<file path="src/rtl/spi_pkg.sv">
// Shared types and constants for the SPI transaction arbiter.
package spi_pkg;

  // Sequencer states, in the order a transaction walks through them.
  typedef enum logic [2:0] {
    IDLE  = 3'd0,
    SETUP = 3'd1,
    START = 3'd2,
    BUSY  = 3'd3,
    DONE  = 3'd4
  } state_t;

  // Divider select codes understood by the SPI master (sck = clk / N).
  localparam logic [1:0] SPI_DIV_1 = 2'b00;
  localparam logic [1:0] SPI_DIV_2 = 2'b01;
  localparam logic [1:0] SPI_DIV_4 = 2'b10;
  localparam logic [1:0] SPI_DIV_8 = 2'b11;

  localparam int SPI_BYTE_W = 8;

  // Larger of two integers; used to size the shared SETUP/START counter.
  function automatic int max_int(input int a, input int b);
    return (a > b) ? a : b;
  endfunction

endpackage

</file>
<file path="src/rtl/spi_rr_picker.sv">
// Combinational round-robin priority encoder.
// The search starts at ptr+1 and wraps modulo NREQ, so the requester at
// ptr (the one served last) has the lowest priority.
module spi_rr_picker #(
  parameter int NREQ = 4,
  parameter int PW   = (NREQ > 1) ? $clog2(NREQ) : 1
) (
  input  logic [NREQ-1:0] req,
  input  logic [PW-1:0]   ptr,
  output logic [PW-1:0]   gnt_idx,
  output logic            any
);

  // Walk distances from farthest to nearest so the nearest set bit is
  // the last one written and therefore wins.
  always_comb begin
    gnt_idx = '0;
    any     = 1'b0;
    for (int k = NREQ; k >= 1; k--) begin
      for (int i = 0; i < NREQ; i++) begin
        if (req[i] && ((i == int'(ptr) + k) || (i == int'(ptr) + k - NREQ))) begin
          any     = 1'b1;
          gnt_idx = PW'(i);
        end
      end
    end
  end

endmodule

</file>
<file path="src/rtl/spi_txn_arbiter.sv">
// Round-robin arbiter and transaction sequencer sharing one SPI master
// between NREQ requesters.
//
// Handshake: a requester raises req_valid[i] with its byte, bit order and
// divider, and holds them until it sees req_ready[i]. req_ready[i] is a
// registered one-cycle pulse that follows the grant; the request fields are
// captured on the grant edge, so anything the requester drives afterwards is
// ignored. The result comes back as a one-cycle rsp_valid[i] pulse with
// rsp_data/rsp_err alongside; there is no back-pressure on the response.
module spi_txn_arbiter
  import spi_pkg::*;
#(
  parameter int NREQ      = 4,
  parameter int SETUP_CYC = 16,
  parameter int TIMEOUT   = 64
) (
  input  logic                    clk,
  input  logic                    rstn,
  input  logic [NREQ-1:0]         req_valid,
  output logic [NREQ-1:0]         req_ready,
  input  logic [NREQ*8-1:0]       req_data,
  input  logic [NREQ-1:0]         req_msb,
  input  logic [NREQ*2-1:0]       req_div,
  output logic [NREQ-1:0]         rsp_valid,
  output logic [SPI_BYTE_W-1:0]   rsp_data,
  output logic                    rsp_err,
  output logic                    spi_start,
  output logic [SPI_BYTE_W-1:0]   spi_data_trans,
  output logic                    spi_msb,
  output logic [1:0]              spi_div,
  input  logic                    spi_flag,
  input  logic [SPI_BYTE_W-1:0]   spi_data_rec,
  output logic [2:0]              dbg_state
);

  localparam int PW = (NREQ > 1) ? $clog2(NREQ) : 1;
  localparam int CW = $clog2(max_int(SETUP_CYC, TIMEOUT)) + 1;
  localparam logic [CW-1:0] SETUP_LOAD   = CW'(SETUP_CYC - 1);
  localparam logic [CW-1:0] TIMEOUT_LOAD = CW'(TIMEOUT - 1);

  state_t                  state_q, state_d;
  logic [CW-1:0]           cnt_q, cnt_d;
  logic [PW-1:0]           ptr_q, ptr_d;
  logic [NREQ-1:0]         req_ready_q, req_ready_d;
  logic [NREQ-1:0]         rsp_valid_q, rsp_valid_d;
  logic [SPI_BYTE_W-1:0]   rsp_data_q, rsp_data_d;
  logic                    rsp_err_q, rsp_err_d;
  logic                    spi_start_q, spi_start_d;
  logic [SPI_BYTE_W-1:0]   spi_data_q, spi_data_d;
  logic                    spi_msb_q, spi_msb_d;
  logic [1:0]              spi_div_q, spi_div_d;

  logic [PW-1:0]           gnt_idx;
  logic                    gnt_any;
  logic [NREQ-1:0]         gnt_onehot;
  logic [NREQ-1:0]         ptr_onehot;
  logic [SPI_BYTE_W-1:0]   sel_data;
  logic                    sel_msb;
  logic [1:0]              sel_div;

  spi_rr_picker #(
    .NREQ (NREQ),
    .PW   (PW)
  ) u_picker (
    .req     (req_valid),
    .ptr     (ptr_q),
    .gnt_idx (gnt_idx),
    .any     (gnt_any)
  );

  // Select the granted requester's fields and build its one-hot grant.
  always_comb begin
    sel_data   = '0;
    sel_msb    = 1'b0;
    sel_div    = '0;
    gnt_onehot = '0;
    for (int i = 0; i < NREQ; i++) begin
      if (gnt_idx == PW'(i)) begin
        sel_data      = req_data[8*i +: 8];
        sel_msb       = req_msb[i];
        sel_div       = req_div[2*i +: 2];
        gnt_onehot[i] = 1'b1;
      end
    end
  end

  // The owner of the in-flight transaction is the last granted index.
  assign ptr_onehot = NREQ'(1) << ptr_q;

  // Next-state and output logic for the transaction sequencer.
  always_comb begin
    state_d     = state_q;
    cnt_d       = cnt_q;
    ptr_d       = ptr_q;
    req_ready_d = '0;
    rsp_valid_d = '0;
    rsp_data_d  = rsp_data_q;
    rsp_err_d   = rsp_err_q;
    spi_start_d = spi_start_q;
    spi_data_d  = spi_data_q;
    spi_msb_d   = spi_msb_q;
    spi_div_d   = spi_div_q;

    unique case (state_q)
      IDLE: begin
        if (gnt_any) begin
          req_ready_d = gnt_onehot;
          spi_data_d  = sel_data;
          spi_msb_d   = sel_msb;
          spi_div_d   = sel_div;
          ptr_d       = gnt_idx;
          cnt_d       = SETUP_LOAD;
          state_d     = SETUP;
        end
      end

      // Give the master time to see stable data/msb/div before start.
      SETUP: begin
        if (cnt_q == '0) begin
          spi_start_d = 1'b1;
          cnt_d       = TIMEOUT_LOAD;
          state_d     = START;
        end else begin
          cnt_d = cnt_q - CW'(1);
        end
      end

      // Drop start as soon as the master reports busy so it cannot
      // re-trigger once it finishes the byte.
      START: begin
        if (spi_flag) begin
          spi_start_d = 1'b0;
          state_d     = BUSY;
        end else if (cnt_q == '0) begin
          spi_start_d = 1'b0;
          rsp_err_d   = 1'b1;
          rsp_data_d  = '0;
          rsp_valid_d = ptr_onehot;
          state_d     = DONE;
        end else begin
          cnt_d = cnt_q - CW'(1);
        end
      end

      // sck is derived from clk, so flag and rx data are sampled directly.
      BUSY: begin
        if (!spi_flag) begin
          rsp_err_d   = 1'b0;
          rsp_data_d  = spi_data_rec;
          rsp_valid_d = ptr_onehot;
          state_d     = DONE;
        end
      end

      // rsp_valid is high for this single cycle.
      DONE: begin
        state_d = IDLE;
      end

      default: begin
        state_d = IDLE;
      end
    endcase
  end

  // State and output registers; the pointer resets so requester 0 wins first.
  always_ff @(posedge clk or negedge rstn) begin
    if (!rstn) begin
      state_q     <= IDLE;
      cnt_q       <= '0;
      ptr_q       <= PW'(NREQ - 1);
      req_ready_q <= '0;
      rsp_valid_q <= '0;
      rsp_data_q  <= '0;
      rsp_err_q   <= 1'b0;
      spi_start_q <= 1'b0;
      spi_data_q  <= '0;
      spi_msb_q   <= 1'b0;
      spi_div_q   <= '0;
    end else begin
      state_q     <= state_d;
      cnt_q       <= cnt_d;
      ptr_q       <= ptr_d;
      req_ready_q <= req_ready_d;
      rsp_valid_q <= rsp_valid_d;
      rsp_data_q  <= rsp_data_d;
      rsp_err_q   <= rsp_err_d;
      spi_start_q <= spi_start_d;
      spi_data_q  <= spi_data_d;
      spi_msb_q   <= spi_msb_d;
      spi_div_q   <= spi_div_d;
    end
  end

  assign req_ready      = req_ready_q;
  assign rsp_valid      = rsp_valid_q;
  assign rsp_data       = rsp_data_q;
  assign rsp_err        = rsp_err_q;
  assign spi_start      = spi_start_q;
  assign spi_data_trans = spi_data_q;
  assign spi_msb        = spi_msb_q;
  assign spi_div        = spi_div_q;
  assign dbg_state      = state_q;

  // Accept and completion pulses are one-hot and never overlap.
  a_ready_onehot: assert property (@(posedge clk) disable iff (!rstn) $onehot0(req_ready_q));
  a_rsp_onehot:   assert property (@(posedge clk) disable iff (!rstn) $onehot0(rsp_valid_q));
  a_no_overlap:   assert property (@(posedge clk) disable iff (!rstn) !((|req_ready_q) && (|rsp_valid_q)));

endmodule

</file>
<file path="config.mk">
export PLATFORM = sky130hd
export DESIGN_NAME = spi_txn_arbiter
export DESIGN_NICKNAME = d
export VERILOG_FILES = /design/src/rtl/spi_pkg.sv /design/src/rtl/spi_rr_picker.sv /design/src/rtl/spi_txn_arbiter.sv
export SDC_FILE = /design/constraint.sdc
export NUM_CORES = 1
export LEC_CHECK = 0
export BUFFER_PORTS_ARGS = -buffer_cell sky130_fd_sc_hd__buf_2
export CAP_MARGIN = 5
export CORE_ASPECT_RATIO = 0.75
export CORE_MARGIN = 1.5
export CORE_UTILIZATION = 35
export CTS_CLUSTER_SIZE = 10
export DETAILED_ROUTE_END_ITERATION = 12
export PLACE_DENSITY_LB_ADDON = 0.3
export SYNTH_ARGS = -nofsm -noshare
export SYNTH_HDL_FRONTEND = slang
export SYNTH_SLANG_ARGS = --single-unit
</file>
<file path="constraint.sdc">
create_clock -name clk -period 3.7 [get_ports clk]
set_clock_uncertainty 0.2 [all_clocks]
set_input_delay 0.37 -clock clk [delete_from_list [all_inputs] [get_ports clk]]
set_output_delay 0.37 -clock clk [all_outputs]
set_load 0.05 [all_outputs]
</file>
Yosys cells after proc, flatten, opt, wreduce, memory -nomap -nowiden
Index checks and enable logic that the tools add are counted.
{ "totals": {"regBits": 41, "in_bits": 59, "wordCells": 184} }
{ "classes": {"addsub": 9, "n_eq_ne": 37, "shift": 1, "n_mux": 75, "n_reduce_logical": 51} }
{ "ops": {"columns": ["cell", "count"], "rows": [
  ["$eq A3 B32 Y1 const A", 16],
  ["$eq A2 B32 Y1 const A", 8],
  ["$logic_not A32 Y1", 8],
  ["$sub A32 B4 Y32 const B", 4],
  ["$mux W8", 7],
  ["$mux W2", 18],
  ["$mux W1", 30],
  ["$mux W7", 4],
  ["$pmux W7 S3", 1],
  ["$mux W4", 5],
  ["$logic_and A1 B1 Y1", 16],
  ["$logic_or A1 B1 Y1", 16],
  ["$pmux W8 S2", 1],
  ["$mux W3", 5],
  ["$ne A2 B2 Y1 const B", 6],
  ["$pmux W3 S4", 1],
  ["$reduce_and A4 Y1", 3],
  ["$pmux W4 S2", 1],
  ["$logic_not A7 Y1", 1],
  ["$sub A7 B1 Y7 const B", 1],
  ["$add A2 B2 Y3 const B", 2],
  ["$eq A3 B2 Y1 const B", 2],
  ["$add A2 B3 Y4 const B", 1],
  ["$eq A2 B2 Y1 const B", 2],
  ["other kinds (12)", 14]
]} }

Logic depth before layout (Yosys ltp)
{ "depth": {"word_depth": 25, "mapped_depth": 8, "ltp_nobuf": 7} }

Hierarchy
From an unflattened synthesis, not the netlist that was laid out.
{ "unflattened": {"cells_unflattened": 191, "area_unflattened_um2": 2209.6} }
{ "by_module_without_submodules": {"columns": ["module", "n_inst", "cells_each", "area_each_um2"], "rows": [
  ["spi_txn_arbiter", 1, 177, 2123.3],
  ["spi_rr_picker", 1, 14, 86.3]
]} }

Least setup slack after synthesis
OpenSTA, ideal clock, no wires.
{ "synth_timing": {"kind": "flip-flop to flip-flop", "start": "register state_q[1], in the netlist dbg_state[1]", "end": "register cnt_q[5]", "setup_time_ns": 0.126, "t_arrival_ns": 1.967, "required_ns": 3.374, "path_slack_ns": 1.407, "path_stages_with_launch": 7, "path_buffers": 1, "cell_sequence": "dfrtp_1 buf_2 nor3b_1 o21ai_1 a21oi_2 a21boi_0 a311o_1"} }
{ "synth_via": {"elab_chain_cells": 3, "word_cells_on_any_way": 9, "cone_classes": "5 x eq/ne; 1 x mux; 3 x reduce/logical"} }
{ "synth_lines": {"columns": ["element", "line_no", "source"], "rows": [
  ["from (decl)", "spi_txn_arbiter.sv:41", "state_t state_q, state_d;"],
  ["from (signal assigned)", "spi_txn_arbiter.sv:181", "state_q <= state_d;"],
  ["$eq A3 B2 Y1, or another cell as far along", "spi_txn_arbiter.sv:104", "unique case (state_q)"],
  ["$ne A2 B2 Y1 (no source line) or $reduce_bool A3 Y1 (tied branches)", null, null],
  ["$reduce_and A4 Y1 (no source line)", null, null],
  ["to (signal assigned)", "spi_txn_arbiter.sv:182", "cnt_q <= cnt_d;"],
  ["to (decl)", "spi_txn_arbiter.sv:42", "logic [CW-1:0] cnt_q, cnt_d;"]
]} }
Several ways; a longest one is shown, not always the timed one.
A chain may end at the register's enable or synchronous reset.

Worst setup path after layout
{ "layout_timing": {"start": "register cnt_q[0]", "end": "register rsp_data_q[7], in the netlist rsp_data[7]"} }
{ "layout_via": {"elab_chain_cells": 3} }
{ "layout_lines": {"columns": ["element", "line_no", "source"], "rows": [
  ["$logic_not A7 Y1", "spi_txn_arbiter.sv:134", "end else if (cnt_q == '0) begin"],
  ["$ne A2 B2 Y1 (no source line)", null, null],
  ["$reduce_and A4 Y1 (no source line)", null, null],
  ["to (signal assigned)", "spi_txn_arbiter.sv:186", "rsp_data_q <= rsp_data_d;"],
  ["to (decl)", "spi_txn_arbiter.sv:46", "logic [SPI_BYTE_W-1:0] rsp_data_q, rsp_data_d;"]
]} }
No other way between the ends.

==> impl_metrics.ini <==
[sta]
maxSlewViolCount = 0
slew_headroom_pct = 35.2
fin_hold_ws_ns = -0.0137
tightestPinTransition_ns = 0.964
timing.final.crit_share_pct = 66.6
setup-violations-final = 0
layout_min_cycle_time_ns = 2.46
hold_viol_final = 7
grt_setup_unrepaired = false
setup-tns-final_ns = 0
setup_ws_ns = 1.24
max_freq_ghz = 0.406

[layout]
drive_gt1_share_pct = 42.4
antenna_cells = 0
final_nets = 347
final_cells = 366
area_growth_pct = 27.4
utilization_pct = 46.5

[detailed_routing]
wl_per_cell_um = 12.7
via_count = 1751
ant_nets = 0
drt_wl_total_um = 4660
drc = 0
dr.pass1.iters = 4
drt-initial-drc-count = 90
vias_per_cell = 4.78

[worst_setup_path]
end_kind = flip-flop
cp_max_fo = 12
cp_cell_sequence = inv_1 -> ha_1 -> or4b_1 -> nor2_2 -> o21ai_1 -> a22o_1
required_ns = 3.69
crit_family = simple AND/OR/NAND/NOR gates
worst_path_largest_cell_delay_ns = 0.58
worstSetupStartpointType = flip-flop
cp.arrival_ns = 2.45
criticalPathCategory = flip-flop to flip-flop
path_buf_inv = 1
crit_slowest_cell = or4b_1

[floorplan]
coreArea_um2 = 5860
start_util_pct = 36.5
die-width_um = 93.2
ios = 91
rows = 24
die_h_um = 70.7
dieArea_um2 = 6580

[cts]
clockBufferDepth = 2
cts_resized = 0
cts.sink_count = 41
cts_buffers = 5
cts_tree = yes
root_buffer = clkbuf_8
clk_latency_ns = 0.29
postCtsHoldBufs = 0
post_cts_buffers = 0
htreeDepth = 2
clk_pin_slew_ns = 0.09

[synth]
synth_compound_area_share_pct = 16.5
avgSynthCellArea_um2 = 10.6
synth_top_family_by_area = multiplexers
synth_cell_types = 42
syn-num-nets = 262
synthMuxAreaShare_pct = 16.6
async_reset_ff_share_pct = 100
synth.area.top_cells = dfrtp_1 46%, mux2i_1 10%, mux2_2 6.3%
synth_edf_count = 0
synthAdderAreaFrac_pct = 0.586
synth.top_cell.area_share_pct = 45.7
synthTopCellsByCount = 39 x dfrtp_1, 22 x mux2i_1, 15 x nand2_1
yosysMostFrequentCell = dfrtp_1
syn_area_um2 = 2140
synth_xor_area_share_pct = 0.410
yosysTopAreaCell = dfrtp_1
synth-simple-area-share_pct = 13.5
ys.flop_type = dfrtp_1
ys_seq_area_share_pct = 48.2
ys.warnings.count = 0
synthCells = 202
ys_seq_elements = 41

[global_routing]
grt_pass1_vias = 1637
grt.overflow.total = 0
antenna_found_initial = 0
grt_use_total_pct = 14.6
grt_pass1_wl_um = 7730
grt_max_degree = 42

[placement]
gp_congestion = 0.801
dp_worst_setup_slack_ns = 1.22
post-place-cells = 358
hpwl_um = 3440
port_buffers = 90

[outcome]
violations = hold timing
status = finished, violations left

[pwr]
power_density_nw_per_um2 = 358
power_uw = 976
p_leak_nw = 1.46
vdd_ir_drop_max_v = 0.000166

[run]
drv_cap = 0

[hold_path]
hold_path_class = primary input to async pin
-- through the flow --
step	cell area [um2]	hold slack [ns]
floorplan	2140	-0.126
global placement	2630	0.259
detailed placement	2630	0.265
CTS	2720	0.0205
global route	2720	0.0681
finish	2720	-0.0137
-- state kept, by name, indices dropped and copies added, names as in the netlist --
register,count
dbg_state,3
rsp_valid,4
spi_div,2
rsp_err,1
spi_msb,1
cnt_q,7
rsp_data,8
req_ready,4
spi_start,1
spi_data_trans,8
ptr_q,2
-- area by class of cell --
| class | count | area [um2] |
|---|---|---|
| clock buffers | 5 | 68.8 |
| clock inverters | 3 | 25.0 |
| flip-flops and latches | 41 | 1030 |
| repair buffers | 91 | 458 |
| well taps | 78 | 97.6 |
| fillers | 591 | 3130 |
| inverters | 7 | 26.3 |
| multi-input cells | 141 | 1020 |
-- worst register-to-register path, cell delays in order (launching register included) --
cell and delay (ns):
dfrtp_1 0.41, inv_1 0.07, ha_1 0.19, or4b_1 0.58, nor2_2 0.28, o21ai_1 0.30, a22o_1 0.33
-- logic make-up (layout without fill, tap and decap cells) --
logic type	count (synthesis)	in the layout
AOI/OAI and AO/OA	49	49
DFF	41	41
muxes	34	34
adders and majority gates	1	1
and+or+nand+nor	56	56
buffers and inverters	20	106
xor gates and xnor gates	1	1
-- path summary, 6_finish.rpt --
path	start	endpoint	slack (ns)	depth (start not counted)
max	cnt_q[0]	rsp_data[7]	1.24	6
min	rstn	spi_data_trans[5]	-0.01	1
max in group asynchronous	rstn	cnt_q[5]	2.76	1
max reg2reg	cnt_q[0]	rsp_data[7]	1.24	6
min in group clk	spi_data_rec[5]	rsp_data[5]	0.09	2
min reg2reg	spi_data_trans[3]	spi_data_trans[3]	0.28	2
-- report_power, final --
group / internal, mW / switching (mW)
sequential: 0.466 / 0.0104
combinational: 0.0834 / 0.120
clock: 0.136 / 0.161
total: 0.685 / 0.291
-- routing by layer --
layer | vias to the layer above | track usage [%] | share of wire (%)
met1 | 815 | 21.4 | 50
met3 | 2 | 3.66 | 4.9
met4 | 0 | 4.04 | 0.75
met2 | 42 | 21.4 | 44
met5 | - | 0 | 0
li1 | 892 | - | -
-- cell usage in the layout (no fill, tap or decap), types with 3 or more instances in the layout --
master	Yosys	final
mux2_2	12	12
clkbuf_8	0	5
inv_1	7	7
nand2_1	15	15
and3_1	3	3
a22o_1	8	8
nor3_1	6	6
mux2i_1	22	22
o21ai_0	13	13
a31oi_1	3	3
nor3b_1	5	5
dfrtp_1	39	39
nor2_1	13	13
a21oi_1	4	4
nor2b_1	4	4
buf_2	6	90
o21ai_1	6	6
Note: power is estimated with default switching activity, not from simulation.
